File: src/rtl/tcp_tx_sender.sv
// User-side TCP transmit engine: splits a send command into packets, issues
// tx_meta per packet, waits for tx_stat, then streams the payload with tlast/tkeep.
module tcp_tx_sender #(
  parameter int PKT_SIZE     = 4096,
  parameter int RETRY_CYCLES = 256,
  parameter int MAX_RETRY    = 15
) (
  input  logic         aclk,
  input  logic         areset,
  input  logic         s_cmd_valid,
  output logic         s_cmd_ready,
  input  logic [31:0]  s_cmd_data,
  output logic         m_tcp_tx_meta_valid,
  input  logic         m_tcp_tx_meta_ready,
  output logic [31:0]  m_tcp_tx_meta_data,
  input  logic         s_tcp_tx_stat_valid,
  output logic         s_tcp_tx_stat_ready,
  input  logic [63:0]  s_tcp_tx_stat_data,
  input  logic         s_axis_data_tvalid,
  output logic         s_axis_data_tready,
  input  logic [511:0] s_axis_data_tdata,
  output logic         m_axis_tcp_tx_tvalid,
  input  logic         m_axis_tcp_tx_tready,
  output logic [511:0] m_axis_tcp_tx_tdata,
  output logic [63:0]  m_axis_tcp_tx_tkeep,
  output logic         m_axis_tcp_tx_tlast,
  output logic         m_cpl_valid,
  input  logic         m_cpl_ready,
  output logic [32:0]  m_cpl_data
);

  // retries must be able to hold MAX_RETRY+1 so the abort test cannot wrap
  localparam int RW = $clog2(MAX_RETRY + 2);
  localparam int CW = $clog2(RETRY_CYCLES + 1);

  typedef enum logic [2:0] {
    S_IDLE, S_META, S_STAT, S_DATA, S_BACKOFF, S_DRAIN, S_CPL
  } state_t;

  state_t          r_state;
  state_t          w_next;
  logic [15:0]     r_sid;
  logic [15:0]     r_rem;
  logic [15:0]     r_sent;
  logic [15:0]     r_chunk;
  logic [15:0]     r_beats;
  logic [15:0]     r_beatCnt;
  logic [RW-1:0]   r_retries;
  logic [CW-1:0]   r_backoffCnt;
  logic            r_abort;

  logic [15:0]     w_chunk;
  logic [15:0]     w_chunkBeats;
  logic [15:0]     w_remBeats;
  logic            w_lastBeat;
  logic [63:0]     w_lastKeep;
  logic            w_statErr;
  logic [RW-1:0]   w_retryNext;
  logic            w_unused;

  assign w_chunk      = (r_rem > 16'(PKT_SIZE)) ? 16'(PKT_SIZE) : r_rem;
  assign w_chunkBeats = 16'((32'(r_chunk) + 32'd63) >> 6);
  assign w_remBeats   = 16'((32'(r_rem) + 32'd63) >> 6);
  assign w_lastBeat   = (r_beatCnt == r_beats - 16'd1);
  assign w_lastKeep   = (r_chunk[5:0] == 6'd0) ? '1 : ((64'd1 << r_chunk[5:0]) - 64'd1);
  assign w_statErr    = (s_tcp_tx_stat_data[63:62] != 2'd0);
  assign w_retryNext  = r_retries + RW'(1);
  assign w_unused     = ^s_tcp_tx_stat_data[61:0];

  always_ff @(posedge aclk) begin
    if (areset) r_state <= S_IDLE;
    else        r_state <= w_next;
  end

  always_comb begin
    w_next               = r_state;
    s_cmd_ready          = 1'b0;
    m_tcp_tx_meta_valid  = 1'b0;
    m_tcp_tx_meta_data   = '0;
    s_tcp_tx_stat_ready  = 1'b0;
    s_axis_data_tready   = 1'b0;
    m_axis_tcp_tx_tvalid = 1'b0;
    m_axis_tcp_tx_tdata  = '0;
    m_axis_tcp_tx_tkeep  = '0;
    m_axis_tcp_tx_tlast  = 1'b0;
    m_cpl_valid          = 1'b0;
    m_cpl_data           = '0;
    case (r_state)
      S_IDLE: begin
        s_cmd_ready = 1'b1;
        if (s_cmd_valid) w_next = S_META;
      end
      S_META: begin
        m_tcp_tx_meta_valid = 1'b1;
        m_tcp_tx_meta_data  = {w_chunk, r_sid};
        if (m_tcp_tx_meta_ready) w_next = S_STAT;
      end
      S_STAT: begin
        s_tcp_tx_stat_ready = 1'b1;
        if (s_tcp_tx_stat_valid) begin
          if (!w_statErr)                      w_next = S_DATA;
          else if (w_retryNext > RW'(MAX_RETRY)) w_next = S_DRAIN;
          else                                 w_next = S_BACKOFF;
        end
      end
      S_BACKOFF: begin
        if (r_backoffCnt == CW'(RETRY_CYCLES - 1)) w_next = S_META;
      end
      S_DATA: begin
        s_axis_data_tready   = m_axis_tcp_tx_tready;
        m_axis_tcp_tx_tvalid = s_axis_data_tvalid;
        m_axis_tcp_tx_tdata  = s_axis_data_tdata;
        m_axis_tcp_tx_tkeep  = w_lastBeat ? w_lastKeep : '1;
        m_axis_tcp_tx_tlast  = w_lastBeat;
        if (s_axis_data_tvalid && m_axis_tcp_tx_tready && w_lastBeat)
          w_next = (r_rem == r_chunk) ? S_CPL : S_META;
      end
      S_DRAIN: begin
        s_axis_data_tready = 1'b1;
        if (s_axis_data_tvalid && w_lastBeat) w_next = S_CPL;
      end
      S_CPL: begin
        m_cpl_valid = 1'b1;
        m_cpl_data  = {r_abort, r_sent, r_sid};
        if (m_cpl_ready) w_next = S_IDLE;
      end
      default: w_next = S_IDLE;
    endcase
  end

  // Datapath: the beat counter is shared between payload streaming and draining
  always_ff @(posedge aclk) begin
    if (areset) begin
      r_sid        <= '0;
      r_rem        <= '0;
      r_sent       <= '0;
      r_chunk      <= '0;
      r_beats      <= '0;
      r_beatCnt    <= '0;
      r_retries    <= '0;
      r_backoffCnt <= '0;
      r_abort      <= 1'b0;
    end else begin
      case (r_state)
        S_IDLE: begin
          if (s_cmd_valid) begin
            r_sid     <= s_cmd_data[15:0];
            r_rem     <= s_cmd_data[31:16];
            r_sent    <= '0;
            r_retries <= '0;
            r_abort   <= 1'b0;
          end
        end
        S_META: begin
          if (m_tcp_tx_meta_ready) r_chunk <= w_chunk;
        end
        S_STAT: begin
          if (s_tcp_tx_stat_valid) begin
            r_beatCnt <= '0;
            if (!w_statErr) begin
              r_beats   <= w_chunkBeats;
              r_retries <= '0;
            end else begin
              r_beats      <= w_remBeats;
              r_retries    <= w_retryNext;
              r_backoffCnt <= '0;
            end
          end
        end
        S_BACKOFF: r_backoffCnt <= r_backoffCnt + CW'(1);
        S_DATA: begin
          if (s_axis_data_tvalid && m_axis_tcp_tx_tready) begin
            r_beatCnt <= r_beatCnt + 16'd1;
            if (w_lastBeat) begin
              r_rem  <= r_rem - r_chunk;
              r_sent <= r_sent + r_chunk;
            end
          end
        end
        S_DRAIN: begin
          if (s_axis_data_tvalid) begin
            r_beatCnt <= r_beatCnt + 16'd1;
            if (w_lastBeat) r_abort <= 1'b1;
          end
        end
        default: ;
      endcase
    end
  end

endmodule

File: config.mk
export PLATFORM = sky130hd
export DESIGN_NAME = tcp_tx_sender
export DESIGN_NICKNAME = d
export VERILOG_FILES = /design/src/rtl/tcp_tx_sender.sv
export SDC_FILE = /design/constraint.sdc
export NUM_CORES = 1
export LEC_CHECK = 0
export CORE_AREA = 5 5 484 486
export DETAILED_ROUTE_END_ITERATION = 10
export DIE_AREA = 0 0 489 491
export GPL_TIMING_DRIVEN = 0
export HOLD_SLACK_MARGIN = 0.08
export PLACE_DENSITY = 0.31
export REMOVE_ABC_BUFFERS = 1
export SYNTH_ARGS = -nofsm -noshare
export SYNTH_HDL_FRONTEND = slang
export SYNTH_SLANG_ARGS = --single-unit
File: constraint.sdc
create_clock -name aclk -period 4.7 [get_ports aclk]
set_clock_uncertainty 0.05 [all_clocks]
set_input_delay 1.41 -clock aclk [delete_from_list [all_inputs] [get_ports aclk]]
set_output_delay 1.41 -clock aclk [all_outputs]
set_load 0.05 [all_outputs]
# After elaboration in Yosys (flattened, before gate mapping)
# Index checks and enable logic that the tools add are counted.
# W data, S select, Z words.
# classes
addsub	9
magnitude_cmp	2
reduce_logical	20
eq_ne	21
shifts	1
mux	49
# op_table
op	count
$mux W512	1
$mux W64	3
$mux W16	10
$pmux W16 S2	2
$shl A1 B6 Y64 const A	1
$sub A64 B1 Y64 const B	1
$pmux W16 S3	1
$add A16 B6 Y17 const B	2
$mux W33	1
$eq A16 B16 Y1	2
$mux W32	1
$mux W3	9
$ne A2 B2 Y1 const B	12
$pmux W3 S7	1
$mux W9	2
$pmux W9 S2	1
$add A16 B1 Y16 const B	1
$add A16 B16 Y16	1
$gt A16 B13 Y1 const B	1
$sub A16 B1 Y16 const B	1
$sub A16 B16 Y16	1
$mux W5	3
$reduce_and A4 Y1	3
$mux W11	1
18 further kinds	40
# totals
inputBits	616
register_bits	114
word_cells	112
output_inout_bits	648

# Longest topological paths before layout
# Gate-level depths: netlist (run 1).
# logic_depth
ltp_word	6
mapped_depth	14
depth_no_buf	11

# Worst setup path before layout (run 1)
# No wires, ideal clock.
# synth_timing
kind	reg2out
start	register r_chunk[0]
end	output m_axis_tcp_tx_tkeep[54]
required_ns	3.240
n_path_buf	5
stages_incl_launch_ff	14
arrival_ns	3.358
slack_ns	-0.118
path_cell_list	dfxtp_1 clkbuf_1 clkbuf_1 buf_1 nand4_1 ha_1 o21a_1 clkbuf_1 o21a_1 clkbuf_1 nor4_1 a31oi_1 a2bb2oi_1 a21oi_1
# synth_via
elab_chain_cells	5
word_cells_on_any_way	6
cone_classes	1 x add/sub; 1 x shift; 3 x mux; 1 x reduce/logical
# synth_lines
element	line_no	rtl
start, declared	45	logic [15:0] r_chunk;
start signal, assigned	155	if (m_tcp_tx_meta_ready) r_chunk <= w_chunk;
$shl A1 B6 Y64	65	assign w_lastKeep = (r_chunk[5:0] == 6'd0) ? '1 : ((64'd1 << r_chunk[5:0]) - 64'd1);
$sub A64 B1 Y64	65	
$mux W64 (*)	65	
$mux W64 (*)	113	m_axis_tcp_tx_tkeep = w_lastBeat ? w_lastKeep : '1;
$mux W64 (*)	88	case (r_state)
end, declared	25	output logic [63:0] m_axis_tcp_tx_tkeep,
# Every way passes the cells marked *; elsewhere a longest branch is shown, timed or not.

# Final worst setup path (run 1)
# layout_timing
start	register r_beats[7]
end	output m_axis_tcp_tx_tkeep[14]
# layout_via
elab_chain_cells	4
# layout_lines
element	line_no	rtl
start, declared	46	logic [15:0] r_beats;
start signal, assigned	161	r_beats <= w_chunkBeats;
start signal, assigned	164	r_beats <= w_remBeats;
$sub A16 B1 Y16	64	assign w_lastBeat = (r_beatCnt == r_beats - 16'd1);
$eq A16 B16 Y1	64	
$mux W64	113	
$mux W64	88	
# No other way between the ends.

==> impl_metrics.yaml, run 1 <==
detailed_routing:
  vias_per_cell: 3.41
  drt_first_pass_iters: 5
  ant_nets: 0
  route.vias.total: 20500
  drc: 0
  drtIter0Drc: 1345
  wl_mm: 217
  routedWlPerCell_um: 36.0
clock_tree:
  clock-sinks: 109
  cts_buffer_depth: 2
  cts_hold_buffers: 0
  cts_made_buffers: 9
  cts_root_buf: "clkbuf_16"
  htree_num_levels: 3
  clk_pin_slew_ps: 80
  cts_tree: "done"
  worstSkewPairLatency_ps: 390
synthesis:
  syn_area_um2: 12300
  synth_cells: 1868
  synth_area_per_cell_um2: 6.60
  ys_types: 71
  synth_warnings: 0
  synth_edf_count: 0
  synthArstFlopShare: 0
  yosysTopAreaCell: "and3_1"
  ys.flop_type: "dfxtp_1"
  ys_seq_area_frac: 0.177
  yosysTopAreaCellShare: 0.274
  ys_top_cells_by_area: "and3_1 27%, dfxtp_1 18%, a21oi_1 6.4%"
  yosys_register_bits: 109
power:
  power_mw: 9.39
  pwr-share-seq: 0.135
  internal-power_mw: 3.76
  power_frac_comb: 0.778
  switchingPower_mw: 5.63
  p_sw_frac: 0.600
  power.leakage_nw: 12.9
  power_frac_clock: 0.087
  ir_drop_v: 0.000206
  p_per_area_nw_per_um2: 325
layout:
  final_nets: 3602
  multiInputGateArea_um2: 9610
  syn2layout_area_growth_pct: 134
  ff_latch_area_um2: 2230
  fin_util: 0.126
  final_layout_size_suffix_gt1_frac: 0.0912
  stdcell_count: 6028
  fillers: 26500
  layout_common_cells: "906 x clkdlybuf4s50_1, 539 x and3_1, 170 x dlygate4sd2_1"
  final_common_cell: "clkdlybuf4s50_1"
grt:
  grt_pass1_wl_mm: 260
  grt_pass1_vias: 19200
  overflow: 0
  antenna_found_initial: 332
  grt_max_degree: 111
  grt_use_total: 0.172
timing:
  relSlewSlack: 0.204
  layout_setup_ws_ps: 53.2
  fin_crit_ps: 4650
  worstMarginPinSlew_ps: 1200
  setup_viol: 0
  slew_viol_final: 0
  maxClockFrequency_mhz: 215
  timing.final.hold_violations: 0
  rsz0062_at_grt: "true"
  fin_crit_sh: 0.989
  timing.setup.tns_ps: 0
critical_path:
  startpoint_type: "flip-flop"
  crit_required_ps: 3240
  crit_arrival_ps: 3190
  crit_path_end_kind: "output port"
  worstSetupPathType: "flip-flop to output port"
  cp_max_fo: 8
placement:
  place_congestion: 0.841
  dp_slack_ps: -1830
  placedCellCount: 5919
  numPortBuffers: 1198
  dpl.hpwl_mm: 196
floorplan:
  initial_utilization: 0.0538
  rows: 176
  die_area_um2: 240000
  io_pins: 1264
  die_w_um: 489
  die_h_um: 491
  core_um2: 229000
job:
  cap_violations: 0
hold_path:
  min-delay-path-class: "flip-flop to flip-flop"
outcome:
  status: "finished clean"
## path summary, 6_finish.rpt
path / start / endpoint / slack (ps) / cells past startpoint
setup / recovery: r_beats[7] / m_axis_tcp_tx_tkeep[14] / 50 / 11
hold / removal: r_sid[8] / r_sid[8] / 420 / 2
setup reg to reg: r_chunk[2] / r_rem[13] / 1230 / 10
hold reg to reg: r_sid[8] / r_sid[8] / 420 / 2
## routing by layer
| layer | GRT usage | vias to the layer above | share of wire |
|---|---|---|---|
| met3 | 0.106 | 531 | 0.14 |
| met2 | 0.313 | 1281 | 0.49 |
| met5 | 0 | - | 0.0054 |
| met4 | 0.0259 | 182 | 0.027 |
| li1 | - | 8893 | - |
| met1 | 0.167 | 9657 | 0.33 |
## layout make-up
class                           count  share of cell area
Timing Repair Buffer             1267               0.441
Multi-Input combinational cell   1527               0.332
Tap cell                         3026               0.131
Sequential cell                   109              0.0771
Clock buffer                       11             0.00805
Antenna cell                       51             0.00441
Inverter                           32             0.00428
Clock inverter                      4             0.00173
Timing Repair inverter              1            0.000173
## flip-flops by register name, summed over array words and instances, names as in the netlist
name and cells:
r_sid 16, r_retries 5, r_beatCnt 16, r_beats 11, r_abort 1, r_backoffCnt 9
r_rem 16, r_sent 16, r_chunk 16, r_state 3
## cell families after synthesis
| group | synth area share |
|---|---|
| other | 0.000304 |
| xor gates and xnor gates | 0.0469 |
| muxes | 0.0115 |
| and+or+nand+nor | 0.477 |
| DFF | 0.177 |
| buffers and inverters | 0.0762 |
| adders and majority gates | 0.0408 |
| AOI/OAI and AO/OA | 0.171 |
## what timing repair did
action                                  4_1_cts  5_1_grt
cloned                                        5        0
resized for setup                           687      122
endpoints found under the setup margin      620      296
pin swaps                                    14       13
buffers inserted                             28       13
## synthesized netlist by cell type (all sizes together), types with 7 or more instances
library cell and instances:
and2 59, a21oi 158, inv 30, and3 541
clkbuf 184, o21ai 60, nor4 13, a21o 12
mux2i 13, nor3 44, nor2b 7, or3 7
buf 19, nand4 13, o21a 9, nand2b 10
a22oi 14, dfxtp 109, ha 37, xor2 35
or2 7, a211oi 23, nor2 145, a31oi 16
nand2 147, nand3 43, xnor2 31
## per-stage QoR
step	hold slack (ps)	area [um^2]
4_1_cts	425	28600
6_report	419	28900
2_1_floorplan	384	11500
3_5_place_dp	412	27900
3_3_place_gp	415	27300
5_1_grt	461	28800
## critical path, stage by stage, from the launching register on
cell	delay [ps]
dfxtp_4	360
or4_4	560
nor4_4	250
mux2i_2	130
nor4_4	220
o2111ai_4	250
a21oi_4	230
buf_6	140
buf_12	120
a21boi_4	260
a21oi_4	100
buf_8	180
## power groups by stage
stage / Sequential [mW] / Combinational (mW) / Clock [mW]
floorplan: 1.37 / 3.45 / 0
global placement: 1.47 / 3.99 / 0
detailed placement: 1.33 / 7.25 / 0
CTS: 1.28 / 7.38 / 0.866
global route: 1.29 / 7.74 / 0.886
finish: 1.27 / 7.30 / 0.818
Power figures use the tool's default switching activity.
==> run 2: changes to the inputs <==
--- a/config.mk
+++ b/config.mk
@@ -10,6 +10,7 @@
 export DIE_AREA = 0 0 489 491
 export GPL_TIMING_DRIVEN = 0
 export HOLD_SLACK_MARGIN = 0.08
+export MAX_ROUTING_LAYER = met4
 export PLACE_DENSITY = 0.31
 export REMOVE_ABC_BUFFERS = 1
 export SYNTH_ARGS = -nofsm -noshare
==> run 2 against run 1 <==
First-iteration DRC count decreased by 18%. Routed wire length shrank 0.11%. Core utilization up 0.10 points. Design area up 0.83%. Via count down 1.9%. Register-to-register slack gained 20 ps. Critical path depth is the same. Worst hold slack worse by 1.0 ps. Count of clock-buffer cells in the layout unchanged. Critical endpoint unchanged.
==> impl_metrics.yaml, run 2 (synthesis results as in run 1) <==
floorplan:
  core_um2: 229000
  io_pins: 1264
  die_h_um: 491
  rows: 176
  initial_utilization: 0.0538
  die_w_um: 489
  die_area_um2: 240000
clock_tree:
  cts_root_buf: "clkbuf_16"
  worstSkewPairLatency_ps: 380
  cts_made_buffers: 9
  cts_buffer_depth: 2
  clock-sinks: 109
  htree_num_levels: 3
  cts_hold_buffers: 0
  clk_pin_slew_ps: 80
  cts_tree: "done"
placement:
  place_congestion: 0.854
  dpl.hpwl_mm: 196
  numPortBuffers: 1198
  dp_slack_ps: -1830
timing:
  rsz0062_at_grt: "true"
  slew_viol_final: 0
  setup_viol: 0
  timing.final.hold_violations: 0
  fin_crit_sh: 0.989
  relSlewSlack: 0.174
  maxClockFrequency_mhz: 215
  fin_crit_ps: 4650
  layout_setup_ws_ps: 51.2
  holdWs_ps: 418
  worstMarginPinSlew_ps: 1240
grt:
  grt_use_total: 0.177
  antenna_found_initial: 331
  grt_pass1_vias: 19200
  grt_pass1_wl_mm: 260
  grt_max_degree: 111
  overflow: 0
layout:
  final_common_cell: "clkdlybuf4s50_1"
  ff_latch_area_um2: 2230
  fillers: 26400
  layout_common_cells: "898 x clkdlybuf4s50_1, 539 x and3_1, 167 x dlygate4sd2_1"
  multiInputGateArea_um2: 9610
  final_layout_size_suffix_gt1_frac: 0.0918
  final_nets: 3604
  syn2layout_area_growth_pct: 136
  fin_util: 0.127
critical_path:
  crit_required_ps: 3240
  crit_arrival_ps: 3190
  worstSetupPathType: "flip-flop to output port"
  cp_max_fo: 8
  crit_path_end_kind: "output port"
  startpoint_type: "flip-flop"
detailed_routing:
  wl_mm: 217
  routedWlPerCell_um: 35.4
  vias_per_cell: 3.30
  drtIter0Drc: 1106
  drc: 0
  drt_first_pass_iters: 5
  ant_nets: 0
  route.vias.total: 20200
power:
  power.leakage_nw: 13.1
  p_per_area_nw_per_um2: 322
  power_frac_comb: 0.778
  pwr-share-seq: 0.135
  ir_drop_v: 0.000208
  switchingPower_mw: 5.64
  power_frac_clock: 0.087
  p_sw_frac: 0.600
  internal-power_mw: 3.76
hold_path:
  min-delay-path-class: "flip-flop to flip-flop"
outcome:
  status: "finished clean"
job:
  cap_violations: 0
-- run 2: changes by cell type in the layout (fill, tap and decap cells not counted), moves of 3 or more --
cell             delta
dlygate4sd2_1       -3
dlymetal6s2s_1      +8
clkdlybuf4s50_1     -8
buf_6               +3
clkdlybuf4s15_1     +3
diode_2            +83
-- run 2: through the flow --
stage                     setup TNS [ps]  cells  cell area [um^2]  power, mW
after floorplan                 -7274370   1667             11500       4.82
after global placement                 -   5891             27300       5.46
after detailed placement         -103740   5919             27900       8.58
after CTS                           -402   5967             28600       9.53
after global routing               -1240   6107             29100       9.92
final                                  0   6113             29200       9.39
-- run 2: worst max-delay path: stages, from the launching register on --
cell and delay [ps]:
dfxtp_4 360, or4_4 560, nor4_4 260, mux2i_2 130, nor4_4 220, o2111ai_4 240
a21oi_4 230, buf_6 140, buf_12 120, a21boi_4 260, a21oi_4 110, buf_8 180
-- run 2: final cells by class --
| cell class | instances | share of cell area |
|---|---|---|
| clock inverter | 4 | 0.00172 |
| antenna | 134 | 0.0115 |
| sequential | 109 | 0.0764 |
| timing repair inverter | 1 | 0.000172 |
| timing repair buffer | 1269 | 0.438 |
| clock buffer | 11 | 0.00798 |
| inverter | 32 | 0.00425 |
| multi-input combinational | 1527 | 0.330 |
| tap | 3026 | 0.130 |
-- run 2: power by group through the flow --
stage	clock (mW)	sequential (mW)	combinational (mW)
floorplan	0	1.37	3.45
global placement	0	1.47	3.99
detailed placement	0	1.33	7.25
CTS	0.866	1.28	7.38
global route	0.887	1.29	7.74
finish	0.814	1.27	7.31
-- run 2: routing by layer --
layer,part of all wire,wire (um),vias up,GRT usage
met5,0,0,-,-
met4,0.024,5200,0,0.0221
met3,0.14,31200,357,0.105
met2,0.50,107000,1220,0.316
met1,0.34,72800,9519,0.167
li1,-,-,9059,-
-- run 2: final timing paths --
| kind | startpoint | endpoint | slack (ps) | cells past startpoint |
|---|---|---|---|---|
| hold reg to reg | r_sid[8] | r_sid[8] | 420 | 2 |
| setup / recovery | r_beats[7] | m_axis_tcp_tx_tkeep[14] | 50 | 11 |
| hold / removal | r_sid[8] | r_sid[8] | 420 | 2 |
| setup reg to reg | r_chunk[2] | r_rem[13] | 1250 | 10 |
-- run 2: timing repair --
action / CTS / global route
pin swaps: 14 / 14
endpoints found under the setup margin: 620 / 320
resized for setup: 687 / 136
endpoints found under the hold margin: 0 / 0
cloned: 5 / 0
buffers inserted: 28 / 15
